`src/rtl/pet_needs_engine_if.sv`:
```
// Button inputs and display-facing buses of the virtual-pet needs engine.
interface pet_needs_engine_if;
    logic        btn_feed;
    logic        btn_play;
    logic        btn_heal;
    logic        btn_sleep;
    logic        btn_next;
    logic [32:0] needs_values;
    logic [7:0]  screen_param;
    logic        update;

    modport master (
        output btn_feed, btn_play, btn_heal, btn_sleep, btn_next,
        input  needs_values, screen_param, update
    );

    modport slave (
        input  btn_feed, btn_play, btn_heal, btn_sleep, btn_next,
        output needs_values, screen_param, update
    );
endinterface

```
`src/rtl/pet_needs_engine.sv`:
```
// Virtual-pet state: four saturating needs, AWAKE/SLEEPING/DEAD FSM and page selector.
// Optional macro REVIVE_EN: btn_heal in DEAD revives the pet at half needs.
module pet_needs_engine #(
    parameter int unsigned TICK_DIV     = 50000000,
    parameter int unsigned DECAY_PERIOD = 10,
    parameter int unsigned NEED_MAX     = 100,
    parameter int unsigned ACTION_STEP  = 20,
    parameter int unsigned SLEEP_GAIN   = 2
) (
    input logic clk,
    input logic rst,
    pet_needs_engine_if.slave bus
);
    typedef enum logic [2:0] {AWAKE = 3'd0, SLEEPING = 3'd1, DEAD = 3'd2} state_t;

    localparam int unsigned PRE_W = (TICK_DIV > 1) ? $clog2(TICK_DIV) : 1;
    localparam int unsigned DEC_W = (DECAY_PERIOD > 1) ? $clog2(DECAY_PERIOD) : 1;
    localparam logic [7:0] MAX8  = 8'(NEED_MAX);
    localparam logic [7:0] HALF8 = 8'(NEED_MAX / 2);
    localparam logic [8:0] STEP9 = 9'(ACTION_STEP);
    localparam logic [8:0] GAIN9 = 9'(SLEEP_GAIN);

    logic [PRE_W-1:0] pre_cnt;
    logic [DEC_W-1:0] dec_cnt;
    logic             tick, decay;
    state_t           state, state_nx;
    logic [7:0]       hunger, energy, fun, health;
    logic [7:0]       hunger_nx, energy_nx, fun_nx, health_nx;
    logic [2:0]       page, page_nx;
    logic [1:0]       mood;
    logic [7:0]       min_he, min_all;
    logic             any_zero;
    logic             act_heal, act_feed, act_play, act_sleep;
    logic [32:0]      prev_nv;
    logic [7:0]       prev_sp;
    logic             update_r;

    // 9-bit add then decrement, clamped to NEED_MAX: never wraps at either end.
    function automatic logic [7:0] sat_step(input logic [7:0] v, input logic add,
                                            input logic [8:0] amt, input logic sub);
        logic [8:0] s;
        s = {1'b0, v} + (add ? amt : 9'd0);
        if (sub && s != 9'd0) s = s - 9'd1;
        if (s > {1'b0, MAX8}) s = {1'b0, MAX8};
        return s[7:0];
    endfunction

    assign tick  = (pre_cnt == PRE_W'(TICK_DIV - 1));
    assign decay = tick && (dec_cnt == DEC_W'(DECAY_PERIOD - 1));

    always_comb begin
        min_he  = (hunger < energy) ? hunger : energy;
        min_all = (min_he < fun) ? min_he : fun;
        if (state == DEAD)        mood = 2'd3;
        else if (min_all >= 8'd50) mood = 2'd0;
        else if (min_all >= 8'd20) mood = 2'd1;
        else                       mood = 2'd2;
    end

    always_comb begin
        state_nx  = state;
        hunger_nx = hunger;
        energy_nx = energy;
        fun_nx    = fun;
        health_nx = health;
        page_nx   = page;
        any_zero  = (hunger == 8'd0) || (energy == 8'd0) || (fun == 8'd0);

        act_heal  = (state == AWAKE) && bus.btn_heal;
        act_feed  = (state == AWAKE) && bus.btn_feed && !bus.btn_heal;
        act_play  = (state == AWAKE) && bus.btn_play && !bus.btn_heal && !bus.btn_feed;
        act_sleep = (state == SLEEPING) ? bus.btn_sleep :
                    (state == AWAKE) && bus.btn_sleep && !bus.btn_heal
                                     && !bus.btn_feed && !bus.btn_play;

        if (bus.btn_next) page_nx = (page == 3'd4) ? 3'd0 : page + 3'd1;

        case (state)
            AWAKE, SLEEPING: begin
                hunger_nx = sat_step(hunger, act_feed, STEP9, decay);
                fun_nx    = sat_step(fun, act_play, STEP9, decay);
                health_nx = sat_step(health, act_heal, STEP9, decay && any_zero);
                if (state == SLEEPING) energy_nx = sat_step(energy, decay, GAIN9, 1'b0);
                else                   energy_nx = sat_step(energy, 1'b0, 9'd0, decay);

                if (health_nx == 8'd0)
                    state_nx = DEAD;
                else if (state == AWAKE && act_sleep)
                    state_nx = SLEEPING;
                else if (state == SLEEPING && (act_sleep || (decay && energy_nx == MAX8)))
                    state_nx = AWAKE;
            end
            DEAD: begin
`ifdef REVIVE_EN
                if (bus.btn_heal) begin
                    hunger_nx = HALF8;
                    energy_nx = HALF8;
                    fun_nx    = HALF8;
                    health_nx = HALF8;
                    page_nx   = 3'd0;
                    state_nx  = AWAKE;
                end
`endif
            end
            default: state_nx = AWAKE;
        endcase
    end

    assign bus.needs_values = {state != DEAD, health, fun, energy, hunger};
    assign bus.screen_param = {state, mood, page};
    assign bus.update       = update_r;

    always_ff @(posedge clk or posedge rst) begin
        if (rst) begin
            pre_cnt  <= '0;
            dec_cnt  <= '0;
            state    <= AWAKE;
            hunger   <= MAX8;
            energy   <= MAX8;
            fun      <= MAX8;
            health   <= MAX8;
            page     <= '0;
            prev_nv  <= {1'b1, MAX8, MAX8, MAX8, MAX8};
            prev_sp  <= '0;
            update_r <= 1'b0;
        end else begin
            pre_cnt <= tick ? '0 : pre_cnt + 1'b1;
            if (tick) dec_cnt <= decay ? '0 : dec_cnt + 1'b1;
            state   <= state_nx;
            hunger  <= hunger_nx;
            energy  <= energy_nx;
            fun     <= fun_nx;
            health  <= health_nx;
            page    <= page_nx;
            // Previous-value copies lag the outputs by one cycle so update marks any change.
            prev_nv  <= bus.needs_values;
            prev_sp  <= bus.screen_param;
            update_r <= (bus.needs_values != prev_nv) || (bus.screen_param != prev_sp);
        end
    end
endmodule

```
`src/flat_wrapper.sv`:
```
// flat-port wrapper written by rule: the top's interface ports become plain ports
module pet_needs_engine_flat 
#(
    parameter int unsigned TICK_DIV     = 50000000,
    parameter int unsigned DECAY_PERIOD = 10,
    parameter int unsigned NEED_MAX     = 100,
    parameter int unsigned ACTION_STEP  = 20,
    parameter int unsigned SLEEP_GAIN   = 2
)
  (clk, rst, bus_btn_feed, bus_btn_play, bus_btn_heal, bus_btn_sleep, bus_btn_next, bus_needs_values, bus_screen_param, bus_update);
  pet_needs_engine_if bus_i ();
  input logic clk;
  input logic rst;
  input wire logic [$bits(bus_i.btn_feed)-1:0] bus_btn_feed;
  input wire logic [$bits(bus_i.btn_play)-1:0] bus_btn_play;
  input wire logic [$bits(bus_i.btn_heal)-1:0] bus_btn_heal;
  input wire logic [$bits(bus_i.btn_sleep)-1:0] bus_btn_sleep;
  input wire logic [$bits(bus_i.btn_next)-1:0] bus_btn_next;
  output wire logic [$bits(bus_i.needs_values)-1:0] bus_needs_values;
  output wire logic [$bits(bus_i.screen_param)-1:0] bus_screen_param;
  output wire logic [$bits(bus_i.update)-1:0] bus_update;
  assign bus_i.btn_feed = bus_btn_feed;
  assign bus_i.btn_play = bus_btn_play;
  assign bus_i.btn_heal = bus_btn_heal;
  assign bus_i.btn_sleep = bus_btn_sleep;
  assign bus_i.btn_next = bus_btn_next;
  assign bus_needs_values = bus_i.needs_values;
  assign bus_screen_param = bus_i.screen_param;
  assign bus_update = bus_i.update;
  pet_needs_engine #(.TICK_DIV(TICK_DIV), .DECAY_PERIOD(DECAY_PERIOD), .NEED_MAX(NEED_MAX), .ACTION_STEP(ACTION_STEP), .SLEEP_GAIN(SLEEP_GAIN)) u_core (.clk(clk), .rst(rst), .bus(bus_i));
endmodule
```
`config.mk`:
```
export PLATFORM = sky130hd
export DESIGN_NAME = pet_needs_engine_flat
export DESIGN_NICKNAME = d
export VERILOG_FILES = /design/src/rtl/pet_needs_engine_if.sv /design/src/rtl/pet_needs_engine.sv /design/src/flat_wrapper.sv
export SDC_FILE = /design/constraint.sdc
export NUM_CORES = 1
export LEC_CHECK = 0
export CAP_MARGIN = 20
export CELL_PAD_IN_SITES_DETAIL_PLACEMENT = 0
export CELL_PAD_IN_SITES_GLOBAL_PLACEMENT = 1
export CORE_ASPECT_RATIO = 0.5
export CORE_UTILIZATION = 30
export DETAILED_ROUTE_END_ITERATION = 16
export GPL_ROUTABILITY_DRIVEN = 0
export PLACE_DENSITY_LB_ADDON = 0.1
export SYNTH_ARGS = -nofsm -noshare
export SYNTH_HDL_FRONTEND = slang
export SYNTH_SLANG_ARGS = --single-unit
```
`constraint.sdc`:
```
create_clock -name clk -period 15.1 [get_ports clk]
set_input_delay 4.53 -clock clk [delete_from_list [all_inputs] [get_ports clk]]
set_output_delay 4.53 -clock clk [all_outputs]
set_load 0.01 [all_outputs]
```
==> results.cfg, run 1 <==
[hold_path]
worst_hold_path_type = reg -> reg

[yosys]
synth_ff_type = dfrtp_1
synth_top_area_cell = dfrtp_1
postSynthCellCount = 823
postSynthAreaPerCell_um2 = 8.86
synthArstFlopShare = 1.00
synthTopCellsByArea = dfrtp_1 (28%), dfstp_2 (9.0%), ha_1 (6.0%), xnor2_1 (5.3%), xor2_1 (5.3%)
syn_area_um2 = 7290
synth.distinct_cells = 82
yosysSeqAreaShare = 0.375
ys_ff_latch = 108
synth_fa_ha_area_frac = 0.0601
yosys.area.top_type_share = 0.285
synth_xor_area_frac = 0.106
synth_edf_count = 0
syn_nets = 865
yosys.area_share.simple = 0.238
yosysWarnings = 0
synth_top_family_by_area = simple AND/OR/NAND/NOR gates
muxShareOfSynthArea = 0.0168
synth_compound_area_frac = 0.164

[layout]
nNetsFinal = 886
final_cell_mix = dfrtp_1 (83), nand2_1 (78), nor2_1 (66)
n_antenna_cell = 0
syn_to_final_growth_pct = 14.0
fin_area_um2 = 8310
post-route-util = 0.356
finalNonFillerCells = 1156
final_common_cell = dfrtp_1
drive_gt1_frac = 0.0789

[global_route]
grt_pass1_vias = 5834
antenna_found_initial = 1
grt-ovfl-total = 0
grt_max_degree = 62
grt_pass1_wl_mm = 34.3
grt_use_total = 0.180

[timing]
maxSlewViolCount = 0
slew_headroom = 0.431
tightest_slew_ns = 0.853
fmax_mhz = 103
hold_violations = 0
min_period_ns = 9.66
rsz0062_at_grt = false
finalSetupViolCount = 0
hold_ws_ns = 0.414
period_share = 0.640
fin_skew_ns = 0.0123
fin_ws_ns = 5.44
finalSetupTns_ns = 0

[worst_setup_path]
cp-end-kind = output port
timing.critical_path.to = bus_screen_param[4]
cp.required_ns = 10.57
path_cells = clkinv_1 -> ha_1 -> a21o_1 -> a21o_1 -> a21oi_1 -> o31a_1 -> o21ai_0 -> ha_1 -> a21o_1 -> a21o_1 -> a21oi_1 -> nand3_1 -> o21ai_0 -> mux2i_1 -> clkdlybuf4s50_1
crit_arrival_ns = 5.13
r2r_cells = 17
r2r-start = u_core.pre_cnt[0]$_DFF_PP0_
critPathLaunchType = flop
max_stage_delay_ns = 0.65
critPathLaunch = u_core.energy[4]$_DFFE_PP0P_
criticalPathCategory = reg -> out
reg2reg_slack_ns = 10.14
path_common_cell = a21o_1
cp_max_fo = 19
reg2reg_to = u_core.state[0]$_DFFE_PP0P_
crit_slowest_cell = dfrtp_1

[placed_design]
place_area_um2 = 8010
placed_cells = 1140
hpwl_mm = 15.8
io_buffers = 47
dpl_worst_slack_ns = 5.86

[floorplan]
core_um2 = 23300
fp-row-count = 39
die_h_um = 112
initial_core_util = 0.313
ios = 49
die_area_um2 = 25000
chipWidth_um = 222

[route]
vias = 6117
dr.pass1.iters = 4
wl_per_cell_um = 18.7
wl_mm = 21.6
drt-initial-drc-count = 387
drc = 0
drtAntennaViolNets = 0
avgViaCountPerCell = 5.29

[clock_tree]
cts_max_level = 3
insertion_delay_ns = 0.39
cts-resized-gates = 0
cts_tree = built
numCtsBuffers = 9
cts_root_buf = clkbuf_16
clockBufferDepth = 2
numClockSinks = 108
path_clk_slew_ns = 0.09
cts.hold.buffers_added = 0
cts_setup_buffers = 0

[status]
status = finished clean

[power_and_ir_drop]
power.total_uw = 602
power_per_cell_area_nw_per_um2 = 72.4
p_leak_nw = 3.32
ir_worst_vdd_v = 0.0000413

[job]
maxCapViolCount = 0
worst min path at each step:
stage	start	endpoint	slack (ns)	cells after the start
after floorplan	u_core.energy[6]$_DFFE_PP1P_	u_core.prev_nv[14]$_DFF_PP1_	0.38	0
after global placement	u_core.health[2]$_DFFE_PP1P_	u_core.prev_nv[26]$_DFF_PP1_	0.40	0
after detailed placement	u_core.health[2]$_DFFE_PP1P_	u_core.prev_nv[26]$_DFF_PP1_	0.40	0
after CTS	u_core.health[2]$_DFFE_PP1P_	u_core.prev_nv[26]$_DFF_PP1_	0.41	0
after global routing	u_core.health[2]$_DFFE_PP1P_	u_core.prev_nv[26]$_DFF_PP1_	0.43	0
final	u_core.health[2]$_DFFE_PP1P_	u_core.prev_nv[26]$_DFF_PP1_	0.41	0
area by class of cell:
class                   count  area, µm²
clock buffers               9        225
clock inverters             7       75.1
fillers                  2410      15000
inverters                  32        123
multi-input cells         641       4270
flip-flops and latches    108       2730
well taps                 307        384
repair buffers             52        508
cell usage after synthesis, types with 11 or more instances:
cell type / n
o21ai_0: 38
nand3_1: 44
nand2_1: 78
nor3_1: 23
nand4_1: 22
dfstp_2: 25
inv_1: 29
and3_1: 11
clkbuf_1: 35
a31oi_1: 15
nor2_1: 66
and2_1: 11
ha_1: 35
xor2_1: 44
o31ai_1: 12
xnor2_1: 44
a21oi_1: 24
dfrtp_1: 83
nor4_1: 19
worst max-delay path, delay by kind of cell, from the launching register on:
family                   cells  cell delay (ns)
flip-flops                   1             0.65
buffers and inverters        2             0.98
AO/OA/AOI/OAI                9             2.08
multiplexers                 1             0.35
AND/OR/NAND/NOR              1             0.09
adder cells (fa/ha/maj)      2             0.59
power by group:
group / leakage (nW) / internal, mW / switching [mW]
clock network: 0.145 / 0.118 / 0.132
registers: 1.29 / 0.297 / 0.00684
logic: 1.89 / 0.0206 / 0.0268
cells by family after synthesis:
| logic type | count (synthesis) |
|---|---|
| buffers and inverters | 74 |
| xor gates and xnor gates | 88 |
| muxes | 12 |
| and+or+nand+nor | 334 |
| DFF | 108 |
| adders and majority gates | 35 |
| AOI/OAI and AO/OA | 171 |
| other | 1 |
layer usage:
metal,GRT usage,vias to the layer above,wire length (µm)
li1,-,3032,-
met1,0.267,2952,11300
met2,0.263,115,9250
met3,0.0361,18,835
met4,0.0460,0,247
met5,0,-,0
sequential cells by signal, summed over array words and instances (netlist names):
name	flops
u_core.page	3
u_core.prev_nv	33
u_core.energy	8
u_core.health	8
u_core.state	2
u_core.bus.update	1
u_core.fun	8
u_core.prev_sp	7
u_core.dec_cnt	4
u_core.pre_cnt	26
u_core.hunger	8
Power figures use the tool's default switching activity.
==> run 2: changes to the inputs <==
==> constraint.sdc (replaced) <==
create_clock -name clk -period 7.8 [get_ports clk]
set_input_delay 2.34 -clock clk [delete_from_list [all_inputs] [get_ports clk]]
set_output_delay 2.34 -clock clk [all_outputs]
set_load 0.01 [all_outputs]
==> results.cfg, run 2 (synthesized netlist as in run 1, its figures left out) <==
[status]
status = finished clean

[route]
avgViaCountPerCell = 5.38
drc = 0
dr.pass1.iters = 5
drt-initial-drc-count = 395
drtAntennaViolNets = 0
wl_per_cell_um = 18.7
vias = 6258
wl_mm = 21.8

[timing]
hold_violations = 0
fmax_mhz = 138
maxSlewViolCount = 0
rsz0062_at_grt = false
fin_ws_ns = 0.573
tightest_slew_ns = 0.851
finalSetupTns_ns = 0
min_period_ns = 7.23
hold_ws_ns = 0.409
period_share = 0.927
fin_skew_ns = 0.00945
slew_headroom = 0.432
finalSetupViolCount = 0

[placed_design]
hpwl_mm = 15.9
dpl_worst_slack_ns = 0.804
io_buffers = 47

[floorplan]
die_area_um2 = 25000
initial_core_util = 0.313
fp-row-count = 39
die_h_um = 112
ios = 49
core_um2 = 23300
chipWidth_um = 222

[worst_setup_path]
path_delay_family = compound AO/OA/AOI/OAI gates
cp_max_fo = 19
crit_slowest_cell = dfstp_2
crit_cells = 17
max_stage_delay_ns = 0.68
crit_buf_inv = 2
path_common_cell = a21o_1
cp-end-kind = output port
r2r_cells = 17
path_cells = inv_1 -> ha_1 -> a21o_1 -> a21o_1 -> a21oi_1 -> o31a_2 -> nand2_1 -> o21ai_0 -> ha_1 -> a21o_1 -> a21o_1 -> a21oi_1 -> nand3_1 -> o21ai_0 -> mux2i_1 -> nand2_1 -> clkdlybuf4s50_1
criticalPathCategory = reg -> out
cp.required_ns = 5.46
crit_arrival_ns = 4.89
critPathLaunchType = flop

[layout]
largest_reg_flops = 33
final_cell_mix = dfrtp_1 (83), nand2_1 (78), nor2_1 (66)
n_antenna_cell = 0
top_regs = u_core.prev_nv x33, u_core.pre_cnt x26
regMostFlops = u_core.prev_nv
nNetsFinal = 893
n_fill_cell = 2399
syn_to_final_growth_pct = 14.6
drive_gt1_frac = 0.0864
final_common_cell = dfrtp_1

[global_route]
grt_use_total = 0.180
antenna_found_initial = 0
busiest_layer = met1
grt-ovfl-total = 0
grt_pass1_wl_mm = 34.5
use_met3 = 0.0366
grt_max_degree = 66
use_met2 = 0.264
grt_util_met1 = 0.268
grt_pass1_vias = 5920

[hold_path]
min_path_cells = 0
worst_hold_path_type = reg -> reg

[job]
maxCapViolCount = 0

[clock_tree]
cts_root_buf = clkbuf_16
cts_max_level = 3
cts-resized-gates = 0
cts_setup_buffers = 0
insertion_delay_ns = 0.38
numClockSinks = 108
cts_tree = built
path_clk_slew_ns = 0.08
numCtsBuffers = 9
cts.hold.buffers_added = 0
clockBufferDepth = 2

[power_and_ir_drop]
ir_worst_vdd_v = 0.0000808
power_per_cell_area_nw_per_um2 = 138
power.total_mw = 1.15
p_leak_nw = 3.35
[run 2: stage by stage]
step           utilization  std cells  cell area (µm²)
2_1_floorplan            -        823             7290
3_3_place_gp         0.346       1147             8070
3_5_place_dp         0.346       1147             8070
4_1_cts              0.358       1163             8350
5_1_grt              0.358       1163             8350
6_report             0.358       1163             8350
[run 2: final timing paths]
kind,startpoint,to,slack (ns)
max in group asynchronous,rst,u_core.health[7]$_DFFE_PP0P_,4.18
setup / recovery,u_core.energy[5]$_DFFE_PP1P_,bus_screen_param[3],0.57
min in group asynchronous,rst,u_core.pre_cnt[5]$_DFF_PP0_,2.48
hold reg to reg,u_core.health[2]$_DFFE_PP1P_,u_core.prev_nv[26]$_DFF_PP1_,0.41
hold / removal,u_core.health[2]$_DFFE_PP1P_,u_core.prev_nv[26]$_DFF_PP1_,0.41
setup reg to reg,u_core.pre_cnt[0]$_DFF_PP0_,u_core.state[0]$_DFFE_PP0P_,2.74
[run 2: report_power, final]
group	switching (mW)	internal (mW)	total (mW)
registers	0.0141	0.575	0.589
clock network	0.244	0.224	0.468
logic	0.0530	0.0402	0.0933
total	0.312	0.839	1.15
[run 2: worst register-to-register path: cells and delay by family, from the launching register on]
kind            cells  cell delay, ns
buf+inv             3            0.89
simple gates        5            1.25
flops               1            0.43
compound gates      6            1.31
fa+ha+maj           3            1.10
[run 2: per-layer routing]
metal	routed length (µm)	vias up
li1	-	3044
met1	11300	3056
met2	9180	136
met3	1010	22
met4	323	0
met5	0	-
[run 2: final cells by class]
type	count	area (µm²)	share of cell area
multi-input cells	641	4270	0.511
inverters	32	123	0.0147
well taps	307	384	0.0460
clock buffers	10	229	0.0274
clock inverters	6	55.1	0.00659
flip-flops and latches	108	2730	0.327
repair buffers	59	561	0.0671
==> run 3: changes to the inputs <==
--- a/config.mk
+++ b/config.mk
@@ -16,3 +16,4 @@
 export SYNTH_ARGS = -nofsm -noshare
 export SYNTH_HDL_FRONTEND = slang
 export SYNTH_SLANG_ARGS = --single-unit
+export TNS_END_PERCENT = 10
==> constraint.sdc (replaced) <==
create_clock -name clk -period 8.3 [get_ports clk]
set_input_delay 2.49 -clock clk [delete_from_list [all_inputs] [get_ports clk]]
set_output_delay 2.49 -clock clk [all_outputs]
set_load 0.01 [all_outputs]
==> results.cfg, run 3 (synthesized netlist as in run 1, its figures left out) <==
[floorplan]
chipWidth_um = 222
ios = 49
die_h_um = 112
die_area_um2 = 25000
initial_core_util = 0.313
fp-row-count = 39
core_um2 = 23300

[global_route]
grt_pass1_wl_mm = 35.3
use_met3 = 0.0327
use_met2 = 0.268
grt_pass1_vias = 6000
busiest_layer = met1
antenna_found_initial = 1
grt-ovfl-total = 0
grt_util_met1 = 0.273
grt_max_degree = 61
grt_use_total = 0.184

[clock_tree]
cts-resized-gates = 0
path_clk_slew_ns = 0.08
insertion_delay_ns = 0.38
cts_tree = built
cts_root_buf = clkbuf_16
cts.hold.buffers_added = 0
cts_max_level = 3
clockBufferDepth = 2
numCtsBuffers = 9
cts_setup_buffers = 0
numClockSinks = 108

[power_and_ir_drop]
p_leak_nw = 3.33
seqPwrFrac = 0.513
p_switching_uw = 291
power_frac_comb = 0.082
switching_share = 0.270
p_int_uw = 787
power_per_cell_area_nw_per_um2 = 130
clockPowerShare = 0.405
ir_worst_vdd_v = 0.0000902

[layout]
nNetsFinal = 888
top_regs = u_core.prev_nv x33, u_core.pre_cnt x26
drive_gt1_frac = 0.0811
final_cell_mix = dfrtp_1 (83), nand2_1 (78), nor2_1 (66)
n_antenna_cell = 0
regMostFlops = u_core.prev_nv
n_fill_cell = 2426
multi_input_area_um2 = 4270
seq_area_um2 = 2730
final_common_cell = dfrtp_1
syn_to_final_growth_pct = 14.0
largest_reg_flops = 33
fin_area_um2 = 8310

[timing]
rsz0062_at_grt = false
fmax_mhz = 131
finalSetupViolCount = 0
tightest_slew_ns = 0.847
hold_violations = 0
min_period_ns = 7.61
slew_headroom = 0.435
period_share = 0.917
hold_ws_ns = 0.416
maxSlewViolCount = 0
fin_skew_ns = 0.0115
finalSetupTns_ns = 0

[worst_setup_path]
cp.required_ns = 5.81
path_common_cell = a21o_1
path_cells = inv_1 -> ha_1 -> a21o_1 -> a21o_1 -> a21oi_1 -> o31a_1 -> o21ai_0 -> ha_1 -> a21o_1 -> a21o_1 -> a21oi_1 -> nand3_1 -> o21ai_0 -> mux2i_1 -> clkdlybuf4s50_1
cp_max_fo = 19
cp-end-kind = output port
crit_slowest_cell = dfstp_2
crit_buf_inv = 2
critPathLaunchType = flop
crit_arrival_ns = 5.12
path_delay_family = compound AO/OA/AOI/OAI gates
criticalPathCategory = reg -> out
max_stage_delay_ns = 0.68

[route]
drtAntennaViolNets = 0
drt-initial-drc-count = 424
vias = 6197
avgViaCountPerCell = 5.35
wl_mm = 22.0
wl_per_cell_um = 19.0
dr.pass1.iters = 5
drc = 0

[placed_design]
place_area_um2 = 8030
io_buffers = 47
hpwl_mm = 15.9

[hold_path]
worst_hold_path_type = reg -> reg

[job]
maxCapViolCount = 0

[status]
status = finished clean
run 3: layer usage:
| layer | vias to the layer above | part of all wire |
|---|---|---|
| li1 | 3046 | - |
| met1 | 3027 | 0.53 |
| met2 | 104 | 0.42 |
| met3 | 20 | 0.036 |
| met4 | 0 | 0.017 |
| met5 | - | 0 |
run 3: worst reg2reg max path, delay by kind of cell (launching register included):
| kind | cells | cell delay [ns] |
|---|---|---|
| AO/OA/AOI/OAI | 6 | 1.23 |
| adder cells (fa/ha/maj) | 3 | 1.15 |
| AND/OR/NAND/NOR | 5 | 1.15 |
| buffers and inverters | 3 | 0.94 |
| flip-flops | 1 | 0.43 |
run 3: stage by stage:
stage,utilization,power (mW),worst slack [ns],cells
after CTS,0.356,1.11,0.632,1158
after floorplan,-,0.608,1.92,823
after global placement,0.344,0.651,1.11,1142
after detailed placement,0.344,0.652,1.08,1142
after global routing,0.356,1.13,0.344,1158
final,0.356,1.08,0.686,1158
run 3: layout make-up:
cell class              instances  area share
clock buffers                   9      0.0271
clock inverters                 7     0.00692
inverters                      32      0.0148
multi-input cells             641       0.513
flip-flops and latches        108       0.329
well taps                     307      0.0462
repair buffers                 54      0.0629
run 3: power by group through the flow:
stage | combinational, mW | clock, mW | sequential, mW
3_5_place_dp | 0.0890 | 0 | 0.563
4_1_cts | 0.0896 | 0.464 | 0.554
2_1_floorplan | 0.0441 | 0 | 0.564
6_report | 0.0888 | 0.436 | 0.553
3_3_place_gp | 0.0885 | 0 | 0.563
5_1_grt | 0.0996 | 0.479 | 0.556
run 3: final timing paths:
check,startpoint,endpoint,slack [ns],depth (start not counted)
max,u_core.energy[5]$_DFFE_PP1P_,bus_screen_param[4],0.69,15
min,u_core.health[2]$_DFFE_PP1P_,u_core.prev_nv[26]$_DFF_PP1_,0.42,0
max reg2reg,u_core.pre_cnt[0]$_DFF_PP0_,u_core.state[0]$_DFFE_PP0P_,3.28,17
min reg2reg,u_core.health[2]$_DFFE_PP1P_,u_core.prev_nv[26]$_DFF_PP1_,0.42,0
max in group asynchronous,rst,u_core.health[4]$_DFFE_PP0P_,4.47,3
min in group asynchronous,rst,u_core.pre_cnt[3]$_DFF_PP0_,2.56,2
